### config.mk
export PLATFORM = sky130hd
export DESIGN_NAME = testcase_1
export DESIGN_NICKNAME = d
export VERILOG_FILES = /design/src/rtl/testcase_1_pkg.sv /design/src/rtl/testcase_1_acs.sv /design/src/rtl/testcase_1.sv
export SDC_FILE = /design/constraint.sdc
export NUM_CORES = 1
export LEC_CHECK = 0
export CAP_MARGIN = 25
export CORE_MARGIN = 2
export CORE_UTILIZATION = 62
export DETAILED_ROUTE_END_ITERATION = 8
export GPL_ROUTABILITY_DRIVEN = 0
export PLACE_DENSITY = 0.81
export SLEW_MARGIN = 10
export SYNTH_ARGS = -nofsm -noshare
export SYNTH_HDL_FRONTEND = slang
export SYNTH_SLANG_ARGS = --single-unit
### constraint.sdc
create_clock -name i_clk -period 11.1 [get_ports i_clk]
set_input_delay 2.22 -clock i_clk [delete_from_list [all_inputs] [get_ports i_clk]]
set_output_delay 2.22 -clock i_clk [all_outputs]
set_load 0.03 [all_outputs]
### src/rtl/testcase_1_pkg.sv
// Shared types and constants for the K=3, rate-1/2 hard-decision Viterbi decoder.
// Latency: n/a (package only).
// Backpressure: n/a (package only).
//
// Contents: FSM state enum, block length, generator polynomials, path-metric
// width and start value, and helpers that compute expected symbols and
// Hamming branch metrics.
package testcase_1_pkg;

    typedef enum logic [1:0] {
        ST_IDLE = 2'd0,
        ST_ACS  = 2'd1,
        ST_TB   = 2'd2,
        ST_DONE = 2'd3
    } state_e;

    localparam int N_SYM = 8;

    // Generators applied to the register {u, s1, s2}.
    localparam logic [2:0] GEN_C0 = 3'b111;
    localparam logic [2:0] GEN_C1 = 3'b101;

    // 31 start offset + 8 symbols * 2 worst-case branch cost = 47 < 64.
    localparam int METRIC_W = 6;
    localparam logic [METRIC_W-1:0] METRIC_INIT = 6'd31;

    typedef logic [METRIC_W-1:0] metric_t;
    typedef metric_t [3:0]       metric_vec_t;

    // Symbol the encoder emits for input u from state {s1, s2}; {c0, c1}.
    function automatic logic [1:0] expected_sym(input logic u, input logic s1, input logic s2);
        expected_sym = {^({u, s1, s2} & GEN_C0), ^({u, s1, s2} & GEN_C1)};
    endfunction

    // Hamming distance between two 2-bit symbols (0..2).
    function automatic logic [1:0] branch_metric(input logic [1:0] rx, input logic [1:0] ex);
        logic [1:0] d;
        d = rx ^ ex;
        branch_metric = {d[1] & d[0], d[1] ^ d[0]};
    endfunction

endpackage

### src/rtl/testcase_1_acs.sv
// One trellis step: next path metrics and survivor bits for all four states.
// Latency: combinational.
// Backpressure: none; evaluated every cycle, the caller decides when to commit.
//
// Ports: i_metric (current metrics), i_sym (received {c0,c1}),
//        o_metric (next metrics), o_surv (per-state survivor = s2 of chosen predecessor).
module testcase_1_acs
    import testcase_1_pkg::*;
(
    input  metric_vec_t i_metric,
    input  logic [1:0]  i_sym,
    output metric_vec_t o_metric,
    output logic [3:0]  o_surv
);

    metric_t w_cand0 [4];
    metric_t w_cand1 [4];

    function automatic metric_t path_metric(input metric_t m, input logic [1:0] sym,
                                            input logic u, input logic s1, input logic s2);
        path_metric = m + {{(METRIC_W-2){1'b0}}, branch_metric(sym, expected_sym(u, s1, s2))};
    endfunction

    // Next state {u, a} is reached from {a, 0} and {a, 1}. Candidate 0 is the
    // lower state index, so it wins ties.
    always_comb begin
        o_metric = '0;
        o_surv   = '0;
        w_cand0  = '{default: '0};
        w_cand1  = '{default: '0};
        for (int ns = 0; ns < 4; ns++) begin
            w_cand0[ns] = path_metric(i_metric[{ns[0], 1'b0}], i_sym, ns[1], ns[0], 1'b0);
            w_cand1[ns] = path_metric(i_metric[{ns[0], 1'b1}], i_sym, ns[1], ns[0], 1'b1);
            if (w_cand1[ns] < w_cand0[ns]) begin
                o_metric[ns] = w_cand1[ns];
                o_surv[ns]   = 1'b1;
            end else begin
                o_metric[ns] = w_cand0[ns];
                o_surv[ns]   = 1'b0;
            end
        end
    end

endmodule

### src/rtl/testcase_1.sv
// Hard-decision Viterbi decoder, K=3 rate-1/2 (g=7,5), 16-bit block -> 8-bit message.
// Latency: o_done rises on the 17th edge counting the edge that samples i_start (1 load + 8 ACS + 8 TB).
// Backpressure: i_start is ignored mid-decode; o_done/o_data held while i_start stays high.
//
// Ports: i_clk, i_rst_n (async active-low), i_start (level request), i_data (coded block,
//        symbol 0 in the top two bits), o_data (decoded byte, first message bit in MSB),
//        o_done (result valid, held until i_start drops).
module testcase_1
    import testcase_1_pkg::*;
#(
    parameter int SIZE_DATA_IN  = 16,
    parameter int SIZE_DATA_OUT = 8
)(
    input  logic                     i_clk,
    input  logic                     i_rst_n,
    input  logic                     i_start,
    input  logic [SIZE_DATA_IN-1:0]  i_data,
    output logic [SIZE_DATA_OUT-1:0] o_data,
    output logic                     o_done
);

    localparam logic [2:0] LAST_STEP = 3'(N_SYM - 1);

    state_e                   r_state;
    logic [SIZE_DATA_IN-1:0]  r_piso;
    metric_vec_t              r_metric;
    logic [3:0]               r_surv [N_SYM];
    logic [2:0]               r_step;
    logic [1:0]               r_tb_state;
    logic [SIZE_DATA_OUT-1:0] r_sipo;
    logic [SIZE_DATA_OUT-1:0] r_data;
    logic                     r_done;
    logic                     r_armed;

    metric_vec_t w_metric_nxt;
    logic [3:0]  w_surv;
    logic [1:0]  w_min_state;
    metric_t     w_min_val;
    logic        w_surv_bit;

    // Probe points: symbol entering ACS and bit leaving traceback.
    logic [1:0] w_data_PISO;
    logic       w_data_SIPO;

    assign w_data_PISO = r_piso[SIZE_DATA_IN-1 -: 2];
    assign w_data_SIPO = r_tb_state[1];
    assign w_surv_bit  = r_surv[r_step][r_tb_state];

    assign o_data = r_data;
    assign o_done = r_done;

    testcase_1_acs u_acs (
        .i_metric (r_metric),
        .i_sym    (w_data_PISO),
        .o_metric (w_metric_nxt),
        .o_surv   (w_surv)
    );

    // Traceback start: smallest final metric, strict compare keeps the lowest index on ties.
    always_comb begin
        w_min_state = 2'd0;
        w_min_val   = w_metric_nxt[0];
        for (int i = 1; i < 4; i++) begin
            if (w_metric_nxt[i] < w_min_val) begin
                w_min_val   = w_metric_nxt[i];
                w_min_state = 2'(i);
            end
        end
    end

    // r_armed is set whenever i_start is seen low, so a request that was already
    // high across reset release (or still high from the last decode) cannot restart.
    always_ff @(posedge i_clk or negedge i_rst_n) begin
        if (!i_rst_n) begin
            r_state    <= ST_IDLE;
            r_piso     <= '0;
            r_metric   <= '0;
            r_step     <= '0;
            r_tb_state <= '0;
            r_sipo     <= '0;
            r_data     <= '0;
            r_done     <= 1'b0;
            r_armed    <= 1'b0;
            for (int i = 0; i < N_SYM; i++) begin
                r_surv[i] <= '0;
            end
        end else begin
            if (!i_start) begin
                r_armed <= 1'b1;
            end
            case (r_state)
                ST_IDLE: begin
                    if (i_start && r_armed) begin
                        r_piso   <= i_data;
                        r_metric <= {METRIC_INIT, METRIC_INIT, METRIC_INIT, metric_t'(0)};
                        r_step   <= '0;
                        r_armed  <= 1'b0;
                        r_state  <= ST_ACS;
                    end
                end
                ST_ACS: begin
                    r_metric       <= w_metric_nxt;
                    r_surv[r_step] <= w_surv;
                    r_piso         <= r_piso << 2;
                    if (r_step == LAST_STEP) begin
                        // r_step stays at the last column: traceback walks it back down.
                        r_tb_state <= w_min_state;
                        r_state    <= ST_TB;
                    end else begin
                        r_step <= r_step + 3'd1;
                    end
                end
                ST_TB: begin
                    r_sipo     <= {w_data_SIPO, r_sipo[SIZE_DATA_OUT-1:1]};
                    r_tb_state <= {r_tb_state[0], w_surv_bit};
                    if (r_step == 3'd0) begin
                        r_data  <= {w_data_SIPO, r_sipo[SIZE_DATA_OUT-1:1]};
                        r_done  <= 1'b1;
                        r_state <= ST_DONE;
                    end else begin
                        r_step <= r_step - 3'd1;
                    end
                end
                ST_DONE: begin
                    if (!i_start) begin
                        r_done  <= 1'b0;
                        r_state <= ST_IDLE;
                    end
                end
                default: r_state <= ST_IDLE;
            endcase
        end
    end

endmodule

==> results.py, run 1 <==
metrics = {
    "cts": {
        "cts_buffers": 9,
        "cts_tree": "yes",
        "clk_pin_slew_ns": 0.10,
        "cts_num_sinks": 96,
        "cts_root_buffer": "clkbuf_8",
        "cts_max_level": 3,
        "post-cts-setup-buffer-count": 0,
        "cts_hold_buffers": 0,
        "cts_buffer_depth": 2,
        "worst_skew_pair.late_latency_ns": 0.37,
        "post_cts_resized": 0,
    },
    "worst_setup_path": {
        "critPathKind": "reg -> reg",
        "arrival_ns": 9.30,
        "cp_slowest_cell": "a21boi_2",
        "crit_fanout": 13,
        "max_stage_delay_ns": 0.58,
        "worstPathRequired_ns": 11.39,
        "startpoint_type": "flop",
        "crit_top_cell": "ha_1",
        "end_kind": "flop",
    },
    "yosys": {
        "synth_common_cells": "dfrtp_1 (96), nand2_1 (69), ha_1 (53), o21ai_0 (51), inv_1 (46)",
        "synthCells": 692,
        "synth_seq_cells": 96,
        "synth_largest_area_cell": "dfrtp_1",
        "syn_nets": 765,
        "yosysUniqueCellTypes": 68,
        "synth_async_sr_flop_share_pct": 100,
        "yosysMostFrequentCell": "dfrtp_1",
        "synth_top_area_share_pct": 35.6,
        "synth_edf_count": 0,
        "synth-main-ff-cell": "dfrtp_1",
        "ys_warn_count": 0,
        "synth_area_leaders": "dfrtp_1 (36%), ha_1 (9.8%), mux2i_1 (5.8%)",
        "mappedNetlistArea_mm2": 0.00674,
        "avgSynthCellArea_um2": 9.74,
        "synth-seq-area-share_pct": 35.6,
    },
    "die": {
        "dieHeight_um": 108,
        "fp.dieW_um": 108,
        "io_pins": 28,
        "fp.coreArea_mm2": 0.0107,
        "floorplan.initialDensity_pct": 62.7,
        "design.die.area_mm2": 0.0117,
        "num_rows": 38,
    },
    "timing": {
        "slew_headroom_pct": 34.6,
        "period_minus_slack_ns": 9.01,
        "hold_viol": 0,
        "tightest_slew_ns": 0.979,
        "finalCritPeriodShare_pct": 81.2,
        "clock.fmax_ghz": 0.111,
        "finalSetupViolations": 0,
        "fin_tns_setup_ns": 0,
        "clock_skew_ns": 0.0156,
        "report.final.slew_viol_count": 0,
        "rsz0062_at_grt": "false",
    },
    "place": {
        "port_buffers": 27,
        "dp_hpwl_um": 11700,
    },
    "grt": {
        "grtUsageTotal_pct": 28.4,
        "antenna_found_initial": 0,
        "grt_pass1_wl_um": 25800,
        "grt_max_degree": 57,
        "grt_pass1_vias": 5258,
        "gr-total-overflow": 0,
    },
    "drt": {
        "dr_total_vias": 5269,
        "drtIter0Drc": 376,
        "ant_nets": 0,
        "via_per_inst": 6.23,
        "drc": 0,
        "wirelength_um": 15500,
        "wire_per_inst_um": 18.3,
        "first_pass_iters": 5,
    },
    "finish": {
        "syn2layout_area_growth_pct": 8.71,
        "nets": 774,
        "diodes": 0,
        "drive_gt1_share_pct": 11.6,
    },
    "outcome": {
        "status": "finished clean",
    },
    "flow_run": {
        "max_cap_viol_count": 0,
    },
    "worst_hold_path": {
        "hold_class": "reg -> reg",
    },
}
[cell families (layout without fill, tap and decap cells)]
kind of cell	after synthesis	in the layout	synth area share, %
buffers and inverters	81	95	4.59
and+or+nand+nor	180	180	13.5
AOI/OAI and AO/OA	157	157	15.6
muxes	84	84	15.1
adders and majority gates	55	55	10.3
DFF	96	96	35.6
xor gates and xnor gates	39	39	5.29
[cell usage in the layout (no fill, tap or decap), types with 4 or more instances in the layout]
cell             instances
and4_1                   5
o22ai_1                  5
mux2i_1                 38
a21oi_1                 36
nand2b_1                 9
ha_1                    53
xnor2_1                 25
o22a_1                   9
a22o_1                   6
nor3_1                  10
mux4_2                  10
o21ai_0                 51
nor2_1                  29
mux2_2                  33
and3_1                   5
clkdlybuf4s50_1         26
o211ai_1                 4
xor2_1                  12
nand4b_1                 4
buf_4                    5
dfrtp_1                 96
a31oi_1                  4
nor2b_1                 13
nand4_1                  4
nand2_1                 69
clkbuf_8                11
or3_1                    5
nand3_1                  5
a21o_1                  12
inv_1                   46
and2_1                  10
[worst max-delay path: cells and delay by family, from the launching register on]
family | cells | cell delay, ns
AO/OA/AOI/OAI | 17 | 3.73
XOR/XNOR | 1 | 0.18
adder cells (fa/ha/maj) | 7 | 2.12
buffers and inverters | 3 | 0.28
flip-flops | 1 | 0.47
multiplexers | 2 | 0.81
AND/OR/NAND/NOR | 5 | 1.32
[sequential cells by signal, summed over array words and instances (netlist names)]
register	cells
r_sipo	7
r_piso	16
r_armed	1
o_done	1
r_step	3
r_surv	32
o_data	8
r_tb_state	2
r_metric	24
r_state	2
[final timing paths]
path,slack [ns],end,cells past startpoint,start
hold / removal,0.48,r_surv[31],2,r_surv[31]
hold reg to reg,0.48,r_surv[31],2,r_surv[31]
setup / recovery,2.09,r_tb_state[1],35,r_piso[14]
setup reg to reg,2.09,r_tb_state[1],35,r_piso[14]
min in group asynchronous,1.82,r_metric[4],1,i_rst_n
max in group asynchronous,8.19,r_surv[4],2,i_rst_n
[stage by stage]
| stage | utilization [%] | cells | worst slack (ns) | cell area, µm² | hold WS, ns |
|---|---|---|---|---|---|
| after floorplan | - | 692 | 3.11 | 6740 | 0.441 |
| after global placement | 66.0 | 829 | 2.67 | 7090 | 0.457 |
| after detailed placement | 66.0 | 829 | 2.25 | 7090 | 0.464 |
| after CTS | 67.9 | 845 | 2.21 | 7300 | 0.485 |
| after global routing | 68.2 | 846 | 1.56 | 7330 | 0.510 |
| final | 68.2 | 846 | 2.09 | 7330 | 0.482 |
[layout make-up]
class                           count  area, µm²
Clock inverter                      4       51.3
Clock buffer                       12        155
Fill cell                         834       3420
Inverter                           47        176
Sequential cell                    96       2400
Timing Repair Buffer               32        325
Tap cell                          140        175
Multi-Input combinational cell    515       4040
[per-layer routing]
layer / vias to the layer above / track usage (%) / part of all wire (%)
met3: 32 / 5.18 / 4.2
met5: - / 0 / 0
met2: 150 / 47.4 / 49
li1: 2480 / - / -
met4: 0 / 7.60 / 2.2
met1: 2607 / 38.3 / 45
Power of run 1 is not shown: default switching activity piles up to over one toggle a cycle in this logic, so the estimate is an artifact.
==> inputs of run 2 (changes only) <==
Settings changed: CORE_UTILIZATION 62 to 56, PLACE_DENSITY 0.81 to 0.77.
Clock period 11.1 ns to 7.2 ns, I/O delays scaled along.
==> run 2 against run 1 <==
  * The run now ends with setup timing left
  * Routed wire length grew 17%
  * Global-route usage increased by 0.24 points
  * Die area increased by 10%
  * Cell area grew 15%
  * Critical path depth increased by 3
  * Worst setup slack worse by 2.4 ns
  * Non-clock buffer count up 76
  * Final cell count increased by 9.8%
  * Register-to-register slack got worse by 2.4 ns
  * Count of clock-buffer cells in the layout fell by 3
  * First-iteration DRC count is 66% higher
  * Clock skew decreased by 0.0070 ns
  * Critical path type unchanged
==> results.py, run 2 (synthesis results as in run 1) <==
metrics = {
    "grt": {
        "grt_pass1_wl_um": 29300,
        "grt_pass1_vias": 5977,
        "grtUsageTotal_pct": 28.6,
        "grt_max_degree": 72,
        "gr-total-overflow": 0,
        "antenna_found_initial": 0,
    },
    "finish": {
        "syn2layout_area_growth_pct": 24.9,
        "drive_gt1_share_pct": 27.0,
        "reg_top3": "r_surv: 32 flops, r_metric: 24 flops, r_piso: 16 flops",
        "diodes": 0,
        "nets": 850,
        "top_register": "r_surv",
        "final_area_mm2": 0.00842,
        "final_common_cell": "dfrtp_1",
        "final_cell_mix": "dfrtp_1 (96), buf_4 (80), nand2_1 (69), o21ai_0 (51), inv_1 (39)",
        "largest_reg_flops": 32,
    },
    "timing": {
        "fin_ws_ns": -0.362,
        "slew_headroom_pct": 34.1,
        "tightest_slew_ns": 0.988,
        "holdWs_ns": 0.480,
        "hold_viol": 0,
        "fin_tns_setup_ns": -0.670,
        "rsz0062_at_grt": "true",
        "clock_skew_ns": 0.00853,
        "period_minus_slack_ns": 7.56,
        "finalCritPeriodShare_pct": 105,
        "report.final.slew_viol_count": 0,
        "clock.fmax_ghz": 0.132,
        "finalSetupViolations": 2,
    },
    "die": {
        "design.die.area_mm2": 0.0129,
        "num_rows": 40,
        "fp.dieW_um": 114,
        "dieHeight_um": 114,
        "floorplan.initialDensity_pct": 56.8,
        "fp.coreArea_mm2": 0.0119,
        "io_pins": 28,
    },
    "worst_setup_path": {
        "crit_fanout": 4,
        "cp.depth": 38,
        "critPathTopFamily": "compound AO/OA/AOI/OAI gates",
        "regToRegEndpoint": "r_tb_state[1]",
        "r2r_cells": 38,
        "end_kind": "flop",
        "startpoint_type": "flop",
        "max_stage_delay_ns": 0.42,
        "cp_slowest_cell": "dfrtp_1",
        "crit_path_end": "r_tb_state[1]",
        "r2r_start": "r_piso[15]",
        "reg2reg_setup_slack_ns": -0.36,
        "path_buf_inv": 6,
        "cp-startpoint": "r_piso[15]",
        "worstPathRequired_ns": 7.47,
        "critPathKind": "reg -> reg",
        "arrival_ns": 7.83,
    },
    "outcome": {
        "violations": "setup timing",
        "status": "complete, but fails checks",
    },
    "drt": {
        "drtIter0Drc": 624,
        "wirelength_um": 18100,
        "first_pass_iters": 5,
        "ant_nets": 0,
        "via_per_inst": 6.25,
        "drc": 0,
        "dr_total_vias": 5806,
        "wire_per_inst_um": 19.5,
    },
    "cts": {
        "cts_tree": "yes",
        "clk_pin_slew_ns": 0.08,
        "cts_buffers": 9,
        "cts_hold_buffers": 0,
        "cts_root_buffer": "clkbuf_16",
        "worst_skew_pair.late_latency_ns": 0.35,
        "cts_max_level": 3,
        "cts_num_sinks": 96,
        "cts_buffer_depth": 2,
    },
    "place": {
        "dp_hpwl_um": 12400,
        "port_buffers": 27,
        "dpl-instance-area_mm2": 0.00761,
    },
    "worst_hold_path": {
        "hold_class": "reg -> reg",
    },
    "flow_run": {
        "max_cap_viol_count": 0,
    },
}
[run 2: cell types whose count changed in the layout (fill, tap and decap cells not counted), sizes merged]
| cell | change |
|---|---|
| buf | +76 |
| bufinv | +1 |
| clkbuf | -3 |
| clkinv | +4 |
| clkinvlp | -1 |
| inv | -1 |
[run 2: worst min path at each step]
stage | end | slack (ns) | cells past startpoint | from
3_3_place_gp | r_surv[31] | 0.46 | 2 | r_surv[31]
3_5_place_dp | r_surv[31] | 0.47 | 2 | r_surv[31]
2_1_floorplan | r_surv[2] | 0.44 | 2 | r_surv[2]
4_1_cts | r_surv[9] | 0.49 | 2 | r_surv[9]
6_report | r_surv[29] | 0.48 | 2 | r_surv[29]
5_1_grt | r_surv[31] | 0.51 | 2 | r_surv[31]
[run 2: what timing repair did]
item | in CTS | in global routing
pin swaps | 22 | 24
gates cloned | 0 | 0
resized for setup | 11 | 22
setup endpoints to repair | 2 | 2
setup buffers | 24 | 11
[run 2: routing by layer]
layer	up-vias	global-route usage, %	wire [µm]
met3	69	5.37	1240
met5	-	0	0
met1	2815	37.6	7550
li1	2651	-	-
met4	0	12.4	612
met2	271	46.7	8700
[run 2: final cells by class]
class	count	area [µm²]
Clock buffer	9	225
Timing Repair Buffer	108	900
Multi-Input combinational cell	515	4420
Tap cell	147	184
Sequential cell	96	2400
Fill cell	804	3440
Inverter	47	179
Clock inverter	7	108
[run 2: tightest hold or removal path: stages, from the launching register on]
cell,delay [ns]
dfrtp_1,0.34
nand2_1,0.04
o21ai_0,0.06
[run 2: per-stage QoR]
step | setup slack, ns | util, % | std cells
2_1_floorplan | -0.231 | - | 692
3_3_place_gp | 0.00385 | 64.2 | 877
3_5_place_dp | -0.208 | 64.2 | 877
4_1_cts | -0.103 | 69.0 | 917
5_1_grt | -0.509 | 71.0 | 929
6_report | -0.362 | 71.0 | 929
Power of run 2 is left out for the same reason.
